## config.mk

```make
export PLATFORM = sky130hd
export DESIGN_NAME = id_ex_pipeline_register
export DESIGN_NICKNAME = d
export VERILOG_FILES = /design/src/rtl/id_ex_pipeline_register.sv
export SDC_FILE = /design/constraint.sdc
export NUM_CORES = 1
export LEC_CHECK = 0
export ABC_AREA = 1
export BUFFER_PORTS_ARGS = -buffer_cell sky130_fd_sc_hd__buf_2
export CORE_AREA = 2 2 126 128
export CTS_CLUSTER_SIZE = 40
export DETAILED_ROUTE_END_ITERATION = 6
export DIE_AREA = 0 0 128 130
export HOLD_SLACK_MARGIN = 0.08
export PLACE_DENSITY = 0.87
export SYNTH_ARGS = -nofsm -noshare
export SYNTH_HDL_FRONTEND = slang
export SYNTH_SLANG_ARGS = --single-unit
```

## constraint.sdc

```tcl
create_clock -name i_clk -period 3.8 [get_ports i_clk]
set_input_delay 0.19 -clock i_clk [delete_from_list [all_inputs] [get_ports i_clk]]
set_output_delay 0.19 -clock i_clk [all_outputs]
set_load 0.01 [all_outputs]
```

## src/rtl/id_ex_pipeline_register.sv

```systemverilog
// rtl/id_ex_pipeline_register.sv - ID/EX pipeline register with stall, bubble insertion, debug freeze
// and a saturating bubble counter.
module id_ex_pipeline_register #(
    parameter int DATA_BUS_SIZE     = 32,
    parameter int REG_ADDR_BUS_SIZE = 5,
    parameter int OP_ALU_BUS_SIZE   = 2,
    parameter int BUBBLE_CNT_SIZE   = 16
) (
    input  logic                         i_clk,
    input  logic                         i_reset,
    input  logic                         i_enable,
    input  logic                         i_stall,
    input  logic                         i_flush,
    input  logic                         i_valid,
    input  logic                         i_wb_reg_write,
    input  logic                         i_wb_mem_to_reg,
    input  logic                         i_mem_branch,
    input  logic                         i_mem_read,
    input  logic                         i_mem_write,
    input  logic                         i_ex_dest,
    input  logic                         i_ex_alu_src,
    input  logic [OP_ALU_BUS_SIZE-1:0]   i_ex_alu_op,
    input  logic [DATA_BUS_SIZE-1:0]     i_pc_next,
    input  logic [DATA_BUS_SIZE-1:0]     i_read_data_1,
    input  logic [DATA_BUS_SIZE-1:0]     i_read_data_2,
    input  logic [DATA_BUS_SIZE-1:0]     i_sign_ext_imm,
    input  logic [REG_ADDR_BUS_SIZE-1:0] i_rs,
    input  logic [REG_ADDR_BUS_SIZE-1:0] i_rt,
    input  logic [REG_ADDR_BUS_SIZE-1:0] i_rd,
    output logic                         o_wb_reg_write,
    output logic                         o_wb_mem_to_reg,
    output logic                         o_mem_branch,
    output logic                         o_mem_read,
    output logic                         o_mem_write,
    output logic                         o_ex_dest,
    output logic                         o_ex_alu_src,
    output logic [OP_ALU_BUS_SIZE-1:0]   o_ex_alu_op,
    output logic [DATA_BUS_SIZE-1:0]     o_pc_next,
    output logic [DATA_BUS_SIZE-1:0]     o_read_data_1,
    output logic [DATA_BUS_SIZE-1:0]     o_read_data_2,
    output logic [DATA_BUS_SIZE-1:0]     o_sign_ext_imm,
    output logic [REG_ADDR_BUS_SIZE-1:0] o_rs,
    output logic [REG_ADDR_BUS_SIZE-1:0] o_rt,
    output logic [REG_ADDR_BUS_SIZE-1:0] o_rd,
    output logic                         o_valid,
    output logic [BUBBLE_CNT_SIZE-1:0]   o_bubble_count
);

    // ctrl bit order: reg_write, mem_to_reg, branch, mem_read, mem_write, dest, alu_src
    logic [6:0]                   ctrl_q, ctrl_d;
    logic [OP_ALU_BUS_SIZE-1:0]   alu_op_q, alu_op_d;
    logic [DATA_BUS_SIZE-1:0]     pc_q, pc_d;
    logic [DATA_BUS_SIZE-1:0]     rd1_q, rd1_d;
    logic [DATA_BUS_SIZE-1:0]     rd2_q, rd2_d;
    logic [DATA_BUS_SIZE-1:0]     imm_q, imm_d;
    logic [REG_ADDR_BUS_SIZE-1:0] rs_q, rs_d;
    logic [REG_ADDR_BUS_SIZE-1:0] rt_q, rt_d;
    logic [REG_ADDR_BUS_SIZE-1:0] rd_q, rd_d;
    logic                         valid_q, valid_d;
    logic [BUBBLE_CNT_SIZE-1:0]   cnt_q, cnt_d;

    logic load_bubble;
    logic load_normal;

    // Flush outranks stall; an invalid ID slot only becomes a bubble when not stalled.
    assign load_bubble = i_enable & (i_flush | (~i_stall & ~i_valid));
    assign load_normal = i_enable & ~i_flush & ~i_stall & i_valid;

    always_comb begin
        ctrl_d   = ctrl_q;
        alu_op_d = alu_op_q;
        pc_d     = pc_q;
        rd1_d    = rd1_q;
        rd2_d    = rd2_q;
        imm_d    = imm_q;
        rs_d     = rs_q;
        rt_d     = rt_q;
        rd_d     = rd_q;
        valid_d  = valid_q;
        cnt_d    = cnt_q;
        if (load_bubble) begin
            ctrl_d   = '0;
            alu_op_d = '0;
            pc_d     = '0;
            rd1_d    = '0;
            rd2_d    = '0;
            imm_d    = '0;
            rs_d     = '0;
            rt_d     = '0;
            rd_d     = '0;
            valid_d  = 1'b0;
            if (cnt_q != '1) begin
                cnt_d = cnt_q + {{(BUBBLE_CNT_SIZE-1){1'b0}}, 1'b1};
            end
        end else if (load_normal) begin
            ctrl_d   = {i_wb_reg_write, i_wb_mem_to_reg, i_mem_branch, i_mem_read,
                        i_mem_write, i_ex_dest, i_ex_alu_src};
            alu_op_d = i_ex_alu_op;
            pc_d     = i_pc_next;
            rd1_d    = i_read_data_1;
            rd2_d    = i_read_data_2;
            imm_d    = i_sign_ext_imm;
            rs_d     = i_rs;
            rt_d     = i_rt;
            rd_d     = i_rd;
            valid_d  = 1'b1;
        end
    end

    always_ff @(posedge i_clk or negedge i_reset) begin
        if (!i_reset) begin
            ctrl_q   <= '0;
            alu_op_q <= '0;
            pc_q     <= '0;
            rd1_q    <= '0;
            rd2_q    <= '0;
            imm_q    <= '0;
            rs_q     <= '0;
            rt_q     <= '0;
            rd_q     <= '0;
            valid_q  <= 1'b0;
            cnt_q    <= '0;
        end else begin
            ctrl_q   <= ctrl_d;
            alu_op_q <= alu_op_d;
            pc_q     <= pc_d;
            rd1_q    <= rd1_d;
            rd2_q    <= rd2_d;
            imm_q    <= imm_d;
            rs_q     <= rs_d;
            rt_q     <= rt_d;
            rd_q     <= rd_d;
            valid_q  <= valid_d;
            cnt_q    <= cnt_d;
        end
    end

    assign {o_wb_reg_write, o_wb_mem_to_reg, o_mem_branch, o_mem_read,
            o_mem_write, o_ex_dest, o_ex_alu_src} = ctrl_q;
    assign o_ex_alu_op    = alu_op_q;
    assign o_pc_next      = pc_q;
    assign o_read_data_1  = rd1_q;
    assign o_read_data_2  = rd2_q;
    assign o_sign_ext_imm = imm_q;
    assign o_rs           = rs_q;
    assign o_rt           = rt_q;
    assign o_rd           = rd_q;
    assign o_valid        = valid_q;
    assign o_bubble_count = cnt_q;

endmodule

```

---- Yosys cells after proc, flatten, opt, wreduce, memory -nomap -nowiden ----
Index checks and enable logic that the tools add are counted.
cells by class
  bitwise operators ....................... 9
  reductions and logical operators ........ 2
  add/subtract/negate cells ............... 1
  multiplexer cells ....................... 20
  eq/ne operators ......................... 1
operator list
  operator                                        number
  two-way mux 32 bit                              8
  two-way mux 5 bit                               6
  adder 16 x 1 -> 16 bit (second input constant)  1
  != test 16 bit (second input constant)          1
  two-way mux 7 bit                               2
  bitwise AND 1 bit                               5
  two-way mux 2 bit                               2
  inverter 1 bit                                  3
  two-way mux 1 bit                               2
  AND reduction 2 bit                             1
  nonzero test 2 bit                              1
  bitwise OR 1 bit                                1
word-level totals
  input bits .............................. 158
  output and inout port bits .............. 169
  flip-flop bits (word level) ............. 169
  logic and storage cells ................. 44

---- Longest topological paths before layout ----
Gate-level depths: netlist of run 1.
  depth after elaboration ................. 6
  mapped depth ............................ 9
  gate-level depth less buffers ........... 9

---- Worst setup path before layout of run 1 ----
No wires, ideal clock.
  path type ............................... flip-flop to flip-flop
  from .................................... reg cnt_q[0], in the netlist o_bubble_count[0]
  to ...................................... reg cnt_q[11], in the netlist o_bubble_count[11]
  arrival ................................. 1.424 ns
  path buffers ............................ 1
  clock period less this slack ............ 1.545 ns
  setup time .............................. 0.121 ns
  slack ................................... 2.255 ns
  required time ........................... 3.679 ns
  stages on the path, launching flop included .. 10
  path through ............................ dfrtp_1 ha_1 nand3_2 inv_2 nand2_1 nor2_1 nor2_2 buf_2 nand2_1 o21ai_1
on the way
  cells in the longest elaborated chain, start to end .. 2
  elaborated cells on any way between the ends .. 3
  those cells by class .................... add/sub: 1; eq/ne: 1; reduce/logical: 1
ends and longest elaborated chain
  element                                                         RTL line  text
  from (decl)                                                     60        logic [BUBBLE_CNT_SIZE-1:0] cnt_q, cnt_d;
  from (signal assigned)                                          134       cnt_q <= cnt_d;
  branches (longest 2 deep; another with adder 16 x 1 -> 16 bit)  -
Parallel ways; which one is timed is not known.
A chain may end at the register's enable or synchronous reset.

---- Worst setup path in the final report of run 1 ----
  from .................................... reg cnt_q[0], in the netlist o_bubble_count[0]
  to ...................................... reg cnt_q[14], in the netlist o_bubble_count[14]
The elaborated chain is that of the path after synthesis.

==> results of run 1 <==
[critical path, cell delays in order, from the launching register on]
cell	delay, ns
dfrtp_1	0.46
ha_1	0.31
nand3_2	0.16
inv_2	0.06
nand2_1	0.05
nor2_1	0.05
nor2_2	0.66
inv_2	0.19
nand2_1	0.10
nand2_1	0.06
[flip-flops by register name, summed over array words and instances (netlist names)]
name / flops
o_ex_alu_op: 2
o_valid: 1
o_pc_next: 32
ctrl_q: 7
o_rs: 5
o_bubble_count: 16
o_rt: 5
o_rd: 5
o_sign_ext_imm: 32
o_read_data_1: 32
o_read_data_2: 32
[cells by family after synthesis]
logic type / count (synthesis) / share of synthesized area, %
AO/OA/AOI/OAI: 162 / 11.5
XOR/XNOR: 5 / 0.607
buffers and inverters: 218 / 12.5
AND/OR/NAND/NOR: 258 / 16.6
adder cells (fa/ha/maj): 1 / 0.174
flip-flops: 169 / 58.7
[cell type report]
cell class | instances | area [sq um]
clock buffers | 18 | 429
clock inverters | 14 | 213
multi-input cells | 426 | 2090
well taps | 192 | 240
inverters | 166 | 623
fillers | 974 | 4380
flip-flops and latches | 169 | 4230
repair buffers | 484 | 3220
[Yosys cell counts]
cell type	count
a21boi_4	1
buf_1	6
buf_2	24
buf_6	7
clkbuf_1	15
dfrtp_1	169
ha_1	1
inv_1	163
inv_2	3
nand2_1	71
nand3_1	160
nand3_2	1
nand3b_1	1
nand4_1	5
nor2_1	18
nor2_2	2
o21a_1	1
o21ai_0	93
o21ai_1	67
xor2_1	5
[worst max path at each step]
stage / endpoint / start / cells past startpoint / slack [ns]
2_1_floorplan: o_bubble_count[11] / o_bubble_count[0] / 9 / 2.25
3_3_place_gp: o_bubble_count[15] / i_stall / 7 / 1.54
3_5_place_dp: o_pc_next[15] / i_stall / 6 / 1.46
4_1_cts: o_bubble_count[14] / o_bubble_count[0] / 9 / 1.58
5_1_grt: o_bubble_count[15] / o_bubble_count[0] / 9 / 1.40
6_report: o_bubble_count[14] / o_bubble_count[0] / 9 / 1.57
[what timing repair did]
action	4_1_cts	5_1_grt
hold buffers	153	0
setup endpoints to repair	0	0
setup buffers	0	0
hold endpoints to repair	252	0
[power by group through the flow]
| stage | clock (mW) | combinational [mW] | sequential (mW) |
|---|---|---|---|
| after floorplan | 0 | 0.358 | 2.33 |
| after global placement | 0 | 0.888 | 2.22 |
| after detailed placement | 0 | 0.923 | 2.23 |
| after CTS | 1.92 | 1.05 | 2.20 |
| after global routing | 1.99 | 1.19 | 2.24 |
| final | 1.89 | 1.10 | 2.22 |
[routing by layer]
layer,up-vias,track usage (%)
li1,3497,-
met2,467,50.0
met1,3720,33.0
met3,132,8.61
met4,0,17.6
met5,-,0
==> summary.md, run 1 <==
| Metric | Value |
|---|---|
| Antenna diodes | 0 |
| Post-DP HPWL | between 10 and 15 mm |
| Non-filler cells, final | 1469 |
| Drt initial violations | 537 |
| Drt first pass iters | 7 |
| Share of the yosys chip area belonging to registers | 58.7% |
| Die W | 128 microns |
| Grt ovf | 0 |
| Syn Std Cell Area | slightly above 7000 sq um |
| CP endpoint kind | flop |
| CTS tree | done |
| Total power | 5.22 mW |
| CTS clk-pin slew, worst paths | 0.07 ns |
| Row count | between 40 and 50 |
| H-tree depth | 4 |
| Sequential share of power | 42.6% |
| Crit path DAT | 2.55 ns |
| Setup TNS | 0 ns |
| Vias in the first global route | between 7000 and 8000 |
| Finish-stage setup viols | 0 |
| Crit path max fanout | 23 |
| Bufs on Longest Clock Path | 2 |
| Core Area | 15400 sq um |
| Skew final | around 0.011 ns |
| RSZ-0062 raised after global routing | no |
| Slew headroom | 24.2% |
| First-pass GRT wire length | 38.0 mm |
| Clock Sinks | around 170 |
| I/O pin total | 327 |
| Setup WS post-layout | between 1.5 and 2 ns |
| Fin area | approximately 11000 sq um |
| Post-CTS sizing | 0 |
| Reg2reg end | o_bubble_count[14] |
| Max-slew violation count | 0 |
| Later-pin clock latency in the skew report | 0.43 ns |
| FF-to-FF path depth | 9 |
| Syn avg cell area | 8.87 sq um |
| M1 WL | 9.20 mm |
| Final core utilization | 71.6% |
| WL per Instance | 17.2 microns |
| Port Buf Inserts | 326 |
| IR drop worst, VDD | 0.279 mV |
| Clk pwr share | 36.3% |
| Total Routing Usage GR | 29.4% |
| CP Launch Type | flop |
| # DRC | 0 |
| Die area | 16600 sq um |
| Antenna violations before repair | 0 |
| Power Internal | 3.62 mW |
| Final period util | between 50% and 60% |
| Hold_ws | ~0.42 ns |
| Reg2Reg Launch Point | o_bubble_count[0] |
| Detailed Route WL | 25.3 mm |
| Required @ worst endpoint | 4.12 ns |
| MaxCap Viol Count | 0 |
| Pwr per Cell Area | 472 nW/um^2 |
| Starting Density | 46.7% |
| Synth area leader | dfrtp_1 |
| Status | finished, final reports clean |
| Synth-to-Final Area Change | 53.1% |
| Post-Place Worst Slack | 1.46 ns |
| F_max | 0.449 GHz |
| Leakage | 5.73 nW |
| Worst slew pin tran | 1.14 ns |
| Worst min path class | in -> async |
| CTS root buffer | clkbuf_16 |
| Synth area leaders | dfrtp_1 59%, nand3_1 11%, inv_1 8.5% |
| Via Count | just under 8000 |
| Crit path kind | reg -> reg |
| Commonest non-fill, non-tap cell in the layout | buf_2 |
| R2R Setup Slk | 1.57 ns |
| Mapped Cells | 813 |
| Share of post-route cells with drive strength above 1 | 29.0% |
| #FFs+latches synth | 169 |
| Final hold vios | 0 |
| Psw | 1.59 mW |
| Routability cong. | 0.844 |
| Top Metal Used | met4 |
| Sw frac | 30.5% |
| CTS Buf Count | 17 |
| Synth top area share | around 60% |
| Metal3 WL | 1.87 mm |
| Logic pwr share | 21.1% |
| Inst Count DP | 1284 |
| Nets | ~1400 |
| Minimum clock period | 2.23 ns |
| Routed wl met2 | 12.8 mm |
| Netlist cell types | 20 |
| Post-DP Area | around 8900 sq um |
| Syn. warnings | 0 |
| Syn nets | 972 |
| Routed Antenna Nets | 0 |
| Pin count of the biggest net entering global routing | 122 |
| Commonest cells after routing, fill and taps aside | 325 x buf_2, 169 x dfrtp_1, 163 x inv_1 |
| Die H | ~130 microns |
| Drt via density | about 5.3 |
Power figures use the tool's default switching activity.
==> run 2, diff against run 1 <==
CORE_AREA = default   (was 2 2 126 128)
CORE_UTILIZATION = 47   (was default)
DIE_AREA = default   (was 0 0 128 130)
clock period = 2.2 ns   (was 3.8 ns; I/O delays follow)
==> run 2 against run 1 <==
  * Global-route usage rose by 4.1 points
  * Die area is 4.8% lower
  * Sequential power is 73% higher
  * Total power grew 66%
  * Final area decreased by 0.18%
  * Critical path depth unchanged
  * Critical endpoint is now o_bubble_count[15]
  * Routed wire length rose by 3.2%
  * First-iteration DRC count grew 51%
  * Critical path type unchanged
  * Worst hold slack worse by 0.17 ns
  * Highest routed layer unchanged
  * Core utilization increased by 3.1 points
  * Via count up 0.96%
==> summary.md, run 2 (synthesis gave the netlist of run 1 again) <==
| Metric | Value |
|---|---|
| Synth-to-Final Area Change | 52.9% |
| Commonest non-fill, non-tap cell in the layout | buf_2 |
| Required @ worst endpoint | around 2.5 ns |
| Sw frac | a little under a third |
| Total power | 8.68 mW |
| Later-pin clock latency in the skew report | around 0.42 ns |
| Post-DP HPWL | 13.2 mm |
| Crit path kind | reg -> reg |
| Drt first pass iters | 7 |
| Nets | 1425 |
| RSZ-0062 raised after global routing | no |
| Commonest cells after routing, fill and taps aside | 325 x buf_2, 169 x dfrtp_1, 163 x inv_1 |
| CTS root buffer | clkbuf_16 |
| Drt initial violations | 811 |
| Slew headroom | 51.9% |
| CTS Buf Count | 17 |
| Antenna violations before repair | 0 |
| Worst min path class | in -> async |
| Crit path max fanout | 23 |
| Psw | ~2.7 mW |
| CTS clk-pin slew, worst paths | 0.07 ns |
| Starting Density | 48.9% |
| Crit path DAT | 2.26 ns |
| Power Internal | 5.94 mW |
| Post-Place Worst Slack | -0.00418 ns |
| Post-CTS repair timing setup buffer count | 0 |
| F_max | 0.515 GHz |
| Port Buf Inserts | 326 |
| Final period util | between 80% and 90% |
| Skew final | 0.00978 ns |
| Logic pwr share | ~23% |
| Detailed Route WL | 26.1 mm |
| Minimum clock period | 1.94 ns |
| Die W | 126 microns |
| Row count | 44 |
| Vias in the first global route | 7925 |
| Total Routing Usage GR | roughly a third |
| I/O pin total | ~330 |
| CP endpoint kind | flop |
| Max-slew violation count | 0 |
| MaxCap Viol Count | 0 |
| Drt via density | 5.39 |
| Final core utilization | 74.7% |
| Grt ovf | 0 |
| Metal3 WL | between 2 and 2.5 mm |
| Via Count | 7891 |
| Setup WS post-layout | between 0.2 and 0.3 ns |
| Final hold vios | 0 |
| CTS tree | done |
| Pin count of the biggest net entering global routing | 155 |
| Top Metal Used | met4 |
| WL per Instance | about 18 microns |
| Routed Antenna Nets | 0 |
| Clk pwr share | 33.3% |
| M1 WL | 8.90 mm |
| H-tree depth | 4 |
| Routed wl met2 | 13.1 mm |
| Die area | 15800 sq um |
| Bufs on Longest Clock Path | 2 |
| Clock Sinks | 169 |
| Leakage | 5.73 nW |
| Status | finished, final reports clean |
| IR drop worst, VDD | roughly 0.53 mV |
| Pwr per Cell Area | 788 nW/um^2 |
| # DRC | 0 |
| Share of post-route cells with drive strength above 1 | a little under 30% |
| Finish-stage setup viols | 0 |
| First-pass GRT wire length | 41.2 mm |
| Worst slew pin tran | 0.721 ns |
| Die H | around 130 microns |
| CP Launch Type | flop |
| Sequential share of power | between 40% and 50% |
| Routability cong. | 0.832 |
| Core Area | 14800 sq um |
## run 2: cell types whose count changed in the layout (fill, tap and decap cells not counted), sizes merged
cell	before	now
clkbuf	18	19
bufinv	4	1
clkinv	5	6
buf	331	333
diode	0	1
## run 2: metal layers
metal	track usage (%)	vias up
met5	0	-
met4	21.5	0
met3	9.39	162
met2	59.2	551
met1	35.1	3669
li1	-	3509
## run 2: critical path, cell delays in order (launching register included)
cell and delay (ns):
dfrtp_1 0.45, ha_1 0.29, nand3_2 0.15, inv_2 0.06, nand2_1 0.05, nor2_1 0.06
nor2_4 0.42, inv_2 0.18, nand2_1 0.10, nand2_1 0.05
## run 2: repair_timing
| action | CTS | global route |
|---|---|---|
| setup endpoints to repair | 3 | 0 |
| hold buffers | 153 | 0 |
| hold endpoints to repair | 211 | 0 |
| gates resized for setup | 1 | 0 |
## run 2: cell type report
type	count	area (sq um)
Inverter	166	623
Sequential cell	169	4230
Fill cell	881	3730
Clock buffer	19	443
Antenna cell	1	2.50
Tap cell	184	230
Multi-Input combinational cell	426	2090
Timing Repair Buffer	486	3280
Clock inverter	12	116
## run 2: through the flow
step           instance area [sq um]  std cells  hold slack [ns]  TNS [ns]
2_1_floorplan                   7210        813           -0.186         0
3_3_place_gp                    8920       1278            0.135         0
3_5_place_dp                    8920       1278            0.133  -0.00698
4_1_cts                        11000       1462            0.194         0
5_1_grt                        11000       1462            0.262         0
6_report                       11000       1463            0.246         0
## run 2: worst paths after layout
path	cells after the start	to	slack [ns]	startpoint
max in group asynchronous	3	o_read_data_1[8]	1.18	i_reset
min in group i_clk	6	o_bubble_count[0]	0.25	i_stall
min reg2reg	1	o_valid	0.51	o_valid
min	2	o_read_data_2[11]	0.25	i_reset
max	9	o_bubble_count[15]	0.26	o_bubble_count[0]
max reg2reg	9	o_bubble_count[15]	0.26	o_bubble_count[0]
## run 2: power by group through the flow
stage | logic [mW] | clock network (mW) | registers, mW
floorplan | 0.618 | 0 | 4.02
global placement | 1.58 | 0 | 3.81
detailed placement | 1.61 | 0 | 3.84
CTS | 1.84 | 2.91 | 3.79
global route | 2.11 | 3.07 | 3.88
finish | 1.95 | 2.89 | 3.84
==> run 3, diff against run 2 <==
BUFFER_PORTS_ARGS = -buffer_cell sky130_fd_sc_hd__buf_4   (was -buffer_cell sky130_fd_sc_hd__buf_2)
==> run 3 against run 2 <==
  * Cell count grew 0.21%
  * First-iteration DRC count down 17%
  * Global-route usage up 3.2 points
  * Via count hardly changed
==> summary.md, run 3 (synthesis gave the netlist of run 1 again) <==
| Metric | Value |
|---|---|
| Total power | 9.06 mW |
| Detailed Route WL | 28.0 mm |
| WL per Instance | 19.1 microns |
| Via Count | 7887 |
| Post-Place Worst Slack | about 0.012 ns |
| Post-DP Area | approximately 9800 sq um |
| Drt via density | 5.38 |
| Bufs on Longest Clock Path | 2 |
| Starting Density | 48.9% |
| CP max stage delay | 0.44 ns |
| Psw | 2.82 mW |
| F_max | between 0.5 and 0.6 GHz |
| Crit path max fanout | 23 |
| Die H | about 130 microns |
| Core Area | between 10000 and 15000 sq um |
| Routed Antenna Nets | 0 |
| Finish-stage setup viols | 0 |
| Die W | 126 microns |
| Routability cong. | 0.898 |
| Setup WS post-layout | 0.263 ns |
| Drt first pass iters | 6 |
| Row count | 44 |
| Pin count of the biggest net entering global routing | about 160 |
| Sw frac | between 30% and 40% |
| CP endpoint kind | flop |
| Non-filler cells, final | between 1000 and 1500 |
| Fin area | 11900 sq um |
| Vias in the first global route | 8206 |
| Crit path kind | reg -> reg |
| Post-CTS repair timing setup buffer count | 0 |
| Antenna violations before repair | 3 |
| Final period util | between 80% and 90% |
| First-pass GRT wire length | 44.3 mm |
| CTS root buffer | clkbuf_16 |
| I/O pin total | 327 |
| CTS Buf Count | 17 |
| H-tree depth | 4 |
| # DRC | 0 |
| Cell mode on critical path | nand2_1 |
| IR drop worst, VDD | 0.561 mV |
| Hold_ws | 0.230 ns |
| Drt initial violations | a little under 700 |
| RSZ-0062 raised after global routing | no |
| Fill count | between 700 and 800 |
| Final core utilization | 80.4% |
| Worst slew pin tran | between 0.6 and 0.7 ns |
| Commonest cells after routing, fill and taps aside | 327 x buf_4, 169 x dfrtp_1, 163 x inv_1 |
| CP cell instances | ha_1 -> nand3_2 -> inv_2 -> nand2_1 -> nor2_1 -> nor2_4 -> inv_2 -> nand2_1 -> nand2_1 |
| Pwr per Cell Area | 764 nW/um^2 |
| Clk pwr share | a little under a third |
| CP Launch Type | flop |
| CTS clk-pin slew, worst paths | about 0.07 ns |
| Crit path max-delay cell type | dfrtp_1 |
| Post-DP HPWL | about 14 mm |
| Minimum clock period | 1.94 ns |
| Setup TNS | 0 ns |
| Final hold vios | 0 |
| Crit path DAT | 2.26 ns |
| Commonest non-fill, non-tap cell in the layout | buf_4 |
| Power Internal | 6.24 mW |
| Worst min path class | in -> reg |
| CTS tree | done |
| Clock Sinks | 169 |
| Nets | roughly 1400 |
| Logic pwr share | approximately a quarter |
| Max-slew violation count | 0 |
| Status | finished, final reports clean |
| Later-pin clock latency in the skew report | 0.42 ns |
| Leakage | 5.95 nW |
| Die area | around 16000 sq um |
| Required @ worst endpoint | between 2 and 3 ns |
| Skew final | 0.0127 ns |
| Inst Count DP | 1279 |
| Grt ovf | 0 |
| MaxCap Viol Count | 0 |
| Sequential share of power | 42.6% |
| Slew headroom | 57.4% |
| Total Routing Usage GR | 36.7% |
| Synth-to-Final Area Change | 64.5% |
| Port Buf Inserts | 326 |
| Share of post-route cells with drive strength above 1 | between 20 and 30% |
==> run 3: worst paths after layout <==
check / startpoint / end / cells past startpoint / slack (ns)
max: o_bubble_count[0] / o_bubble_count[2] / 9 / 0.26
min reg2reg: o_valid / o_valid / 1 / 0.52
min: i_stall / o_bubble_count[2] / 6 / 0.23
min in group asynchronous: i_reset / o_sign_ext_imm[30] / 2 / 0.30
max reg2reg: o_bubble_count[0] / o_bubble_count[2] / 9 / 0.26
max in group asynchronous: i_reset / o_sign_ext_imm[6] / 3 / 1.25
==> run 3: power groups by stage <==
stage / registers [mW] / logic [mW] / clock network [mW]
6_report: 3.86 / 2.31 / 2.89
5_1_grt: 3.90 / 2.48 / 3.07
4_1_cts: 3.81 / 2.18 / 2.89
3_5_place_dp: 3.86 / 1.94 / 0
3_3_place_gp: 3.83 / 1.89 / 0
2_1_floorplan: 4.02 / 0.618 / 0
==> run 3: critical path: cells and delay by family (launching register included) <==
| family | cells | cell delay, ns |
|---|---|---|
| fa+ha+maj | 1 | 0.29 |
| buf+inv | 2 | 0.25 |
| flops | 1 | 0.44 |
| simple gates | 6 | 0.86 |
==> run 3: area by class of cell <==
class / count / area (sq um) / area share, %
flip-flops and latches: 169 / 4230 / 35.7
diodes: 2 / 5.00 / 0.0422
multi-input cells: 426 / 2090 / 17.6
clock buffers: 19 / 443 / 3.74
clock inverters: 13 / 118 / 0.992
repair buffers: 487 / 4120 / 34.7
inverters: 166 / 623 / 5.25
well taps: 184 / 230 / 1.94
==> run 3: routing by layer <==
| metal | vias to the layer above | part of all wire, % | GRT usage [%] |
|---|---|---|---|
| li1 | 3515 | - | - |
| met1 | 3767 | 35 | 39.5 |
| met2 | 472 | 50 | 62.5 |
| met3 | 133 | 9.3 | 12.6 |
| met4 | 0 | 6.3 | 22.5 |
| met5 | - | 0 | 0 |
==> run 3: repair_timing <==
item	4_1_cts	5_1_grt
setup endpoints to repair	4	0
gates resized for setup	1	0
hold buffers	153	0
hold endpoints to repair	206	0
